`config.mk`:
```
export PLATFORM = sky130hd
export DESIGN_NAME = dvi_serializer
export DESIGN_NICKNAME = d
export VERILOG_FILES = /design/src/rtl/dvi_serializer.sv
export SDC_FILE = /design/constraint.sdc
export NUM_CORES = 1
export LEC_CHECK = 0
export ABC_AREA = 1
export CORE_AREA = 2 2 63 65
export CTS_CLUSTER_DIAMETER = 80
export DETAILED_ROUTE_END_ITERATION = 10
export DIE_AREA = 0 0 65 67
export GPL_TIMING_DRIVEN = 0
export PLACE_DENSITY_LB_ADDON = 0.08
export SLEW_MARGIN = 20
export SYNTH_ARGS = -nofsm -noshare
export SYNTH_HDL_FRONTEND = slang
export SYNTH_SLANG_ARGS = --single-unit
```
`constraint.sdc`:
```
create_clock -name clk -period 2.4 [get_ports clk]
set_input_delay 0.24 -clock clk [delete_from_list [all_inputs] [get_ports clk]]
set_output_delay 0.24 -clock clk [all_outputs]
set_load 0.005 [all_outputs]
```
`src/rtl/dvi_serializer.sv`:
```
// DVI/TMDS 10:2 serializer for three data channels plus the TMDS clock channel.
// Waits for a settled PLL lock, then emits one 10-bit word per channel every 5 shift clocks.
module dvi_serializer #(
    parameter int unsigned SETTLE_CYCLES = 16
) (
    input  logic       clk,
    input  logic       reset,
    input  logic       locked,
    input  logic [9:0] in_red,
    input  logic [9:0] in_green,
    input  logic [9:0] in_blue,
    input  logic       in_valid,
    output logic [1:0] out_red,
    output logic [1:0] out_green,
    output logic [1:0] out_blue,
    output logic [1:0] out_clock,
    output logic       load,
    output logic       active
);

    localparam logic [1:0] IDLE   = 2'd0;
    localparam logic [1:0] SETTLE = 2'd1;
    localparam logic [1:0] RUN    = 2'd2;

    localparam logic [9:0] CTRL_WORD = 10'b1101010100;
    localparam logic [9:0] CLK_WORD  = 10'b0000011111;

    localparam int unsigned CW = (SETTLE_CYCLES > 1) ? $clog2(SETTLE_CYCLES) : 1;
    localparam logic [CW-1:0] SETTLE_LAST = CW'(SETTLE_CYCLES - 1);

    logic          lock_m;
    logic          lock_s;
    logic [1:0]    state;
    logic [1:0]    state_nxt;
    logic [CW-1:0] settle_cnt;
    logic [2:0]    phase;
    logic [9:0]    sr_red;
    logic [9:0]    sr_green;
    logic [9:0]    sr_blue;
    logic [9:0]    sr_clock;
    logic          run_next;
    logic          stay_run;

    // locked comes from the PLL domain; nothing else may look at it directly
    always_ff @(posedge clk or posedge reset) begin
        if (reset) begin
            lock_m <= 1'b0;
            lock_s <= 1'b0;
        end else begin
            lock_m <= locked;
            lock_s <= lock_m;
        end
    end

    always_comb begin
        state_nxt = state;
        case (state)
            IDLE: begin
                if (lock_s)
                    state_nxt = SETTLE;
            end
            SETTLE: begin
                if (!lock_s)
                    state_nxt = IDLE;
                else if (settle_cnt == SETTLE_LAST)
                    state_nxt = RUN;
            end
            RUN: begin
                if (!lock_s)
                    state_nxt = IDLE;
            end
            default: state_nxt = IDLE;
        endcase
    end

    always_ff @(posedge clk or posedge reset) begin
        if (reset)
            state <= IDLE;
        else
            state <= state_nxt;
    end

    // Held at zero outside SETTLE, so it is already cleared when SETTLE is entered
    always_ff @(posedge clk or posedge reset) begin
        if (reset)
            settle_cnt <= '0;
        else if (state != SETTLE)
            settle_cnt <= '0;
        else
            settle_cnt <= settle_cnt + 1'b1;
    end

    assign run_next = (state_nxt == RUN);
    assign stay_run = (state == RUN) && run_next;

    always_ff @(posedge clk or posedge reset) begin
        if (reset)
            active <= 1'b0;
        else
            active <= run_next;
    end

    // Entering RUN and leaving it both clear the datapath; only a continuing RUN advances it
    always_ff @(posedge clk or posedge reset) begin
        if (reset) begin
            phase <= '0;
            load  <= 1'b0;
        end else if (!stay_run) begin
            phase <= '0;
            load  <= 1'b0;
        end else begin
            phase <= (phase == 3'd4) ? 3'd0 : phase + 3'd1;
            load  <= (phase == 3'd3);
        end
    end

    always_ff @(posedge clk or posedge reset) begin
        if (reset) begin
            sr_red   <= '0;
            sr_green <= '0;
            sr_blue  <= '0;
            sr_clock <= '0;
        end else if (!stay_run) begin
            sr_red   <= '0;
            sr_green <= '0;
            sr_blue  <= '0;
            sr_clock <= '0;
        end else if (load) begin
            sr_red   <= in_valid ? in_red   : CTRL_WORD;
            sr_green <= in_valid ? in_green : CTRL_WORD;
            sr_blue  <= in_valid ? in_blue  : CTRL_WORD;
            sr_clock <= CLK_WORD;
        end else begin
            sr_red   <= {2'b00, sr_red[9:2]};
            sr_green <= {2'b00, sr_green[9:2]};
            sr_blue  <= {2'b00, sr_blue[9:2]};
            sr_clock <= {2'b00, sr_clock[9:2]};
        end
    end

    assign out_red   = sr_red[1:0];
    assign out_green = sr_green[1:0];
    assign out_blue  = sr_blue[1:0];
    assign out_clock = sr_clock[1:0];

endmodule

```
---- Yosys cells after proc, flatten, opt, wreduce, memory -nomap -nowiden ----
Index checks and enable logic that the tools add are counted.
word-level totals
  flip-flop bits (word level) ............. 53
  output and inout port bits .............. 10
  logic and storage cells ................. 42
operators by class
  add/subtract/negate cells ............... 2
  equality and inequality tests ........... 7
  multiplexer cells ....................... 20
  reduce and logical (&&, ||, !) cells .... 2
operators by type and width
  cell                   count
  $mux W10               9
  $mux W8                2
  $mux W2                4
  $mux W3                2
  $pmux W2 S3            1
  $add A4 B1 Y4 const B  1
  $eq A2 B2 Y1 const B   2
  $eq A4 B4 Y1 const B   1
  $mux W4                1
  $add A3 B1 Y3 const B  1
  $eq A3 B2 Y1 const B   1
  $eq A3 B3 Y1 const B   1
  $eq A2 B1 Y1 const B   1
  $logic_not A2 Y1       1
  $ne A2 B1 Y1 const B   1
  $logic_and A1 B1 Y1    1
  $mux W1                1

---- Depth between registers and ports, before layout ----
Gate-level depths: netlist of the first run.
  word-level depth ........................ 7
  mapped depth ............................ 5

---- Least setup slack after synthesis of the first run ----
No wires, ideal clock.
  path kind ............................... register to register
  start point ............................. reg load
  end point ............................... reg sr_blue[0]
  arrival ................................. 0.877 ns
  setup slack ............................. 1.387 ns
  stages on the path, launching flop included .. 6
  buffers on the path ..................... 1
  clock period less this slack ............ 1.013 ns
  path through ............................ dfrtp_1 -> nand2_2 -> inv_2 -> buf_6 -> nand2_1 -> a21oi_1
on the way
  longest elaborated chain between the ends .. 2
RTL lines
  what                    RTL line  source
  from (decl)             17        output logic load,
  from (signal assigned)  113       load <= (phase == 3'd3);
  $mux W10                128       end else if (load) begin
  $mux W10                123       end else if (!stay_run) begin
  to (signal assigned)    131       sr_blue <= in_valid ? in_blue : CTRL_WORD;
  to (signal assigned)    136       sr_blue <= {2'b00, sr_blue[9:2]};
  to (decl)               39        logic [9:0] sr_blue;
Every way passes these cells.

---- Worst setup path after layout of the first run ----
  start point ............................. reg load
  end point ............................... out load
No word-level cell between the ends.

==> results of run 1 <==
## power by group through the flow
stage	clock (uW)	sequential, uW	combinational (uW)
2_1_floorplan	0	800	22.2
3_3_place_gp	0	801	82.1
3_5_place_dp	0	801	87.6
4_1_cts	480	786	88.6
5_1_grt	515	787	97.0
6_report	464	786	86.8
## worst max path at each step
stage | start | endpoint | slack, ns | depth (start not counted)
after CTS | load | load | 0.81 | 1
after global placement | reset | sr_red[1] | 0.20 | 2
after detailed placement | in_valid | sr_green[5] | 0.93 | 6
after global routing | load | load | 0.75 | 1
final | load | load | 0.84 | 1
after floorplan | reset | active | 1.07 | 1
## per-layer routing
layer	vias up	part of all wire, %	GRT usage, %
met5	-	0	0
met4	0	2.1	9.840
met3	7	6.3	3.885
met2	43	46	27.32
met1	631	45	21.09
li1	693	-	-
## worst register-to-register path: cells and delay by family (launching register included)
kind	cells	cell delay, ns
buffers and inverters	2	0.29
DFF	1	0.48
and+or+nand+nor	2	0.26
AOI/OAI and AO/OA	1	0.13
## cell type report
class                           count  area (um^2)
Timing Repair Buffer               44        457.9
Multi-Input combinational cell    119        525.5
Clock buffer                        7        86.33
Inverter                           15        56.30
Tap cell                           48        60.06
Buffer                             14        95.09
Fill cell                         307         1169
Clock inverter                      1        5.005
Sequential cell                    46         1151
## synthesized netlist by cell type
master	n
nand2_1	41
buf_4	8
dfrtp_1	46
nand3_1	3
ha_1	4
inv_2	1
buf_2	4
nor3b_1	1
buf_1	1
nand4_1	1
nand2_2	1
a21oi_1	15
nor2_1	43
buf_6	1
nor3_1	10
inv_1	14
## state kept, by name (all words and copies together) (netlist names)
name,flops
settle_cnt,4
lock_s,1
sr_clock,3
phase,3
sr_blue,10
lock_m,1
active,1
state,2
sr_green,10
sr_red,10
load,1
## cells by family (layout without fill, tap and decap cells)
group / count (synthesis) / after routing / synth area share [%]
flip-flops: 46 / 46 / 62.97
adder cells (fa/ha/maj): 4 / 4 / 2.738
AO/OA/AOI/OAI: 15 / 15 / 4.107
buffers and inverters: 29 / 81 / 8.282
AND/OR/NAND/NOR: 100 / 100 / 21.90
## metrics by stage
stage,hold slack [ns],setup slack (ns)
after floorplan,0.2714,1.072
after global placement,0.3339,0.2046
after detailed placement,0.3347,0.9264
after CTS,0.3057,0.8089
after global routing,0.3468,0.7513
final,0.2995,0.8448
==> out/results.ini, run 1 <==
[drt]
vias=1374
vias_per_cell=4.673
wl_per_cell_um=10.32
drt_iter0_markers=73
route.detailed.drc=0
ant_nets=0
drt_wl_total_um=3033
first_pass_iters=4

[finish]
stdcell_area_um2=2437
drive_gt1_share_pct=9.756
final_cells=294
final_common_cell=dfrtp_1
final_cell_mix=dfrtp_1 (46), nor2_1 (43), clkdlybuf4s50_1 (43)
num-nets-final=283
areaGrowthSynthToFinish_pct=33.33
fin_util_pct=67.59
antenna_cells=0

[cts]
max-clock-path-buffers=2
cts_setup_buffers=0
clk_pin_slew_ns=0.08
cts_tree=yes
h-tree-depth=2
cts_root_buf=clkbuf_8
clock_sinks=46
ctsHoldBuffers=0
post_cts_resized=0
numCtsBuffers=5
clk_latency_ns=0.29

[global_routing]
grt_usage_pct=17.00
antenna_found_initial=0
grt_pass1_vias=1322
grt_max_degree=25
grt_pass1_wl_um=5561
grt.overflow.total=0

[power]
switching_share_pct=20.02
vdd_drop_max_mv=0.3744
p_sw_uw=267.7
p_seq_share_pct=58.8
leakage_uw=0.001125
combPwrFrac_pct=6.5
p_per_area_nw_per_um2=548.5
p_clk_share_pct=34.7
p_int_uw=1069
fin_total_pwr_uw=1337

[yosys]
ys_ff_latch=46
yosysTopAreaCellShare_pct=62.97
synth_top_area_cell=dfrtp_1
synth_nets=232
synth_area_leaders=dfrtp_1 (63%), nor2_1 (8.8%), nand2_1 (8.4%)
synthCells=194
syn_area_um2=1828
syn_avg_cell_area_um2=9.423
synth.distinct_cells=16
seq_area_frac_synth_pct=62.97
ys_warn_count=0

[critical_path]
r2r_start=load
crit_family=buffers and inverters
cp_slowest_stage_delay_ns=0.55
crit_slowest_cell=clkdlybuf4s50_1
worstSetupEndpointType=primary output
regToRegSetupSlack_ns=1.17
path_buf_inv=1
path_cells=clkdlybuf4s50_1
start_kind=register
reg2reg_depth=5
crit_type=register to primary output
cp.required_ns=2.16
crit_arrival_ns=1.32
rr_endpoint=sr_green[5]
path_max_fanout=6

[floorplanning]
dieArea_um2=4355
row_count=22
io_pins=44
design.core.area_um2=3606
die_w_um=65
start_util_pct=50.69
chipHeight_um=67

[sta]
finalCritPeriodShare_pct=64.80
grt_setup_unrepaired=no
fin_setup_tns_ns=0
fmax_mhz=643.0
period_needed_ns=1.555
setup_viol=0
relSlewSlack_pct=66.30
max_slew.worst_pin.slew_ns=0.5048
hold_viol_final=0
slew_viol_final=0
fin_skew_ns=0.004813

[placement]
gp_congestion=0.7106
portBuffers=43
dpl_cell_area_um2=2346
hpwlAfterDp_um=2148
place_inst=286

[outcome]
status=finished, final reports clean

[job]
cap_violations=0

[hold_path]
worstHoldPathType=primary input to async pin

No activity file was read; power rests on OpenSTA's default activity.
==> run 2, diff against run 1 <==
CORE_AREA = 2 2 68 70   (was 2 2 63 65)
DIE_AREA = 0 0 70 72   (was 0 0 65 67)
clock period = 1.4 ns   (was 2.4 ns; I/O delays follow)
==> out/results.ini, run 2 (synthesis gave the netlist of run 1 again) <==
[outcome]
status=finished, final reports clean

[cts]
clock_sinks=46  ; unchanged
h-tree-depth=2  ; unchanged
clk_pin_slew_ns=0.08  ; about the same
cts_tree=yes
cts_root_buf=clkbuf_8
numCtsBuffers=5  ; unchanged
max-clock-path-buffers=2  ; unchanged
ctsHoldBuffers=0  ; unchanged
clk_latency_ns=0.29  ; about the same

[drt]
met3_length_um=197  ; +3.1%
route.detailed.drc=0  ; unchanged
ant_nets=0  ; unchanged
drt_iter0_markers=114  ; +56%
vias_per_cell=4.513  ; -3.4%
met2WireLength_um=1556  ; +11%
wl_per_cell_um=11.25  ; +9.0%
drt-met1-wl_um=1554  ; +13%
vias=1345  ; -2.1%
first_pass_iters=4  ; unchanged
top_layer=met4
drt_wl_total_um=3352  ; +11%

[placement]
portBuffers=43  ; unchanged
place_inst=290  ; +1.4%
hpwlAfterDp_um=2482  ; +16%
gp_congestion=0.7421  ; +4.4%

[sta]
hold_viol_final=0  ; unchanged
relSlewSlack_pct=71.70  ; +5.4 points
period_needed_ns=1.339
max_slew.worst_pin.slew_ns=0.4245  ; -0.08035 ns
setup_viol=0  ; unchanged
fmax_mhz=746.9
grt_setup_unrepaired=no
slew_viol_final=0  ; unchanged
finalCritPeriodShare_pct=95.64
fin_skew_ns=0.004328  ; -0.0004852 ns

[finish]
num-nets-final=284  ; +0.35%
antenna_cells=0  ; unchanged
top_regs=sr_blue x10, sr_green x10, sr_red x10
final_cell_mix=dfrtp_1 (45), nor2_1 (43), nand2_1 (41)
fillers=404  ; +32%
areaGrowthSynthToFinish_pct=33.27  ; about the same
final_common_cell=dfrtp_1
drive_gt1_share_pct=9.756  ; unchanged
final_cells=298  ; +1.4%

[power]
combPwrFrac_pct=6.6  ; about the same
p_sw_uw=450.4  ; +68%
p_int_uw=1777  ; +66%
p_per_area_nw_per_um2=914.1  ; +67%
switching_share_pct=20.22  ; +0.20 points
vdd_drop_max_mv=0.5720  ; +53%
fin_total_pwr_uw=2227  ; +67%
p_seq_share_pct=60.5  ; +1.7 points
leakage_uw=0.001172  ; +4.2%
p_clk_share_pct=32.9  ; -1.8 points

[global_routing]
grt.overflow.total=0  ; unchanged
grt_pass1_vias=1309  ; -0.98%
grt_max_degree=32  ; +28%
antenna_found_initial=0  ; unchanged
grt_usage_pct=15.27  ; -1.7 points
grt_pass1_wl_um=5968  ; +7.3%

[critical_path]
worstSetupEndpointType=primary output
crit_type=register to primary output
path_cells=buf_4 > clkdlybuf4s50_1
crit_arrival_ns=1.20  ; -0.12 ns
reg2reg_depth=4  ; -1
start_kind=register
crit_cells=2  ; +1
crit_slowest_cell=clkdlybuf4s50_1
cp.required_ns=1.26  ; -0.90 ns
cp_slowest_stage_delay_ns=0.43  ; -0.12 ns
path_max_fanout=1  ; -5
path_buf_inv=2  ; +1
crit_family=buffers and inverters

[floorplanning]
die_w_um=70  ; +7.7%
start_util_pct=42.87  ; -7.8 points
dieArea_um2=5040  ; +16%
io_pins=44  ; unchanged
design.core.area_um2=4264  ; +18%
row_count=24  ; +9.1%
chipHeight_um=72  ; +7.5%

[hold_path]
worstHoldPathType=primary input to async pin

[job]
cap_violations=0  ; unchanged

run 2: changes by cell type in the layout (fill, tap and decap cells not counted):
cell,change
clkdlybuf4s50_1,-3
dlymetal6s2s_1,+3
buf_12,+1
buf_16,-1
buf_4,+1
clkbuf_1,+1
clkbuf_8,-1
clkinv_2,-1
dfrtp_1,-1
dfrtp_2,+1
run 2: area by class of cell:
class                      instances  area (um^2)  share of cell area [%]
timing repair buffer              45        465.4                   19.11
multi-input combinational        119        525.5                   21.57
clock buffer                       7        76.32                   3.133
buffer                            14        95.09                   3.903
tap                               52        65.06                   2.671
inverter                          15        56.30                   2.311
sequential                        46         1152                   47.30
run 2: final timing paths:
check	from	end	slack [ns]
worst max register to register	load	sr_blue[3]	0.23
worst min-delay path	reset	settle_cnt[1]	0.14
worst max-delay path	sr_red[0]	out_red[0]	0.06
min in group clk	locked	lock_m	0.29
worst min register to register	lock_m	lock_s	0.36
max in group asynchronous	reset	load	0.78
run 2: through the flow:
step                      setup TNS, ns  utilization (%)  hold slack, ns  worst slack (ns)  instance area [um^2]
after floorplan                       0                -          0.1714            0.1722                  1828
after global placement           -35.14            54.49          0.3354           -0.7663                  2323
after detailed placement              0            54.96          0.3459          0.004812                  2344
after CTS                             0            56.78          0.1467          0.007968                  2421
after global routing                  0            57.13          0.1514          0.004686                  2436
final                                 0            57.13          0.1370           0.06110                  2436
run 2: timing repair:
item | CTS | global route
resized for setup | 1 | 3
pin swaps | 0 | 0
setup buffers | 0 | 1
endpoints found under the setup margin | 1 | 3
run 2: metal layers:
metal  GRT usage [%]  vias up
met5               0        -
met4           5.128        0
met3           4.861        4
met2           26.14       32
met1           18.46      613
li1                -      696
run 2: power groups by stage:
stage	combinational [uW]	clock, uW	sequential, uW
global route	163	831	1350
finish	146	734	1350
global placement	141	0	1370
CTS	150	763	1350
floorplan	38.1	0	1370
detailed placement	149	0	1370
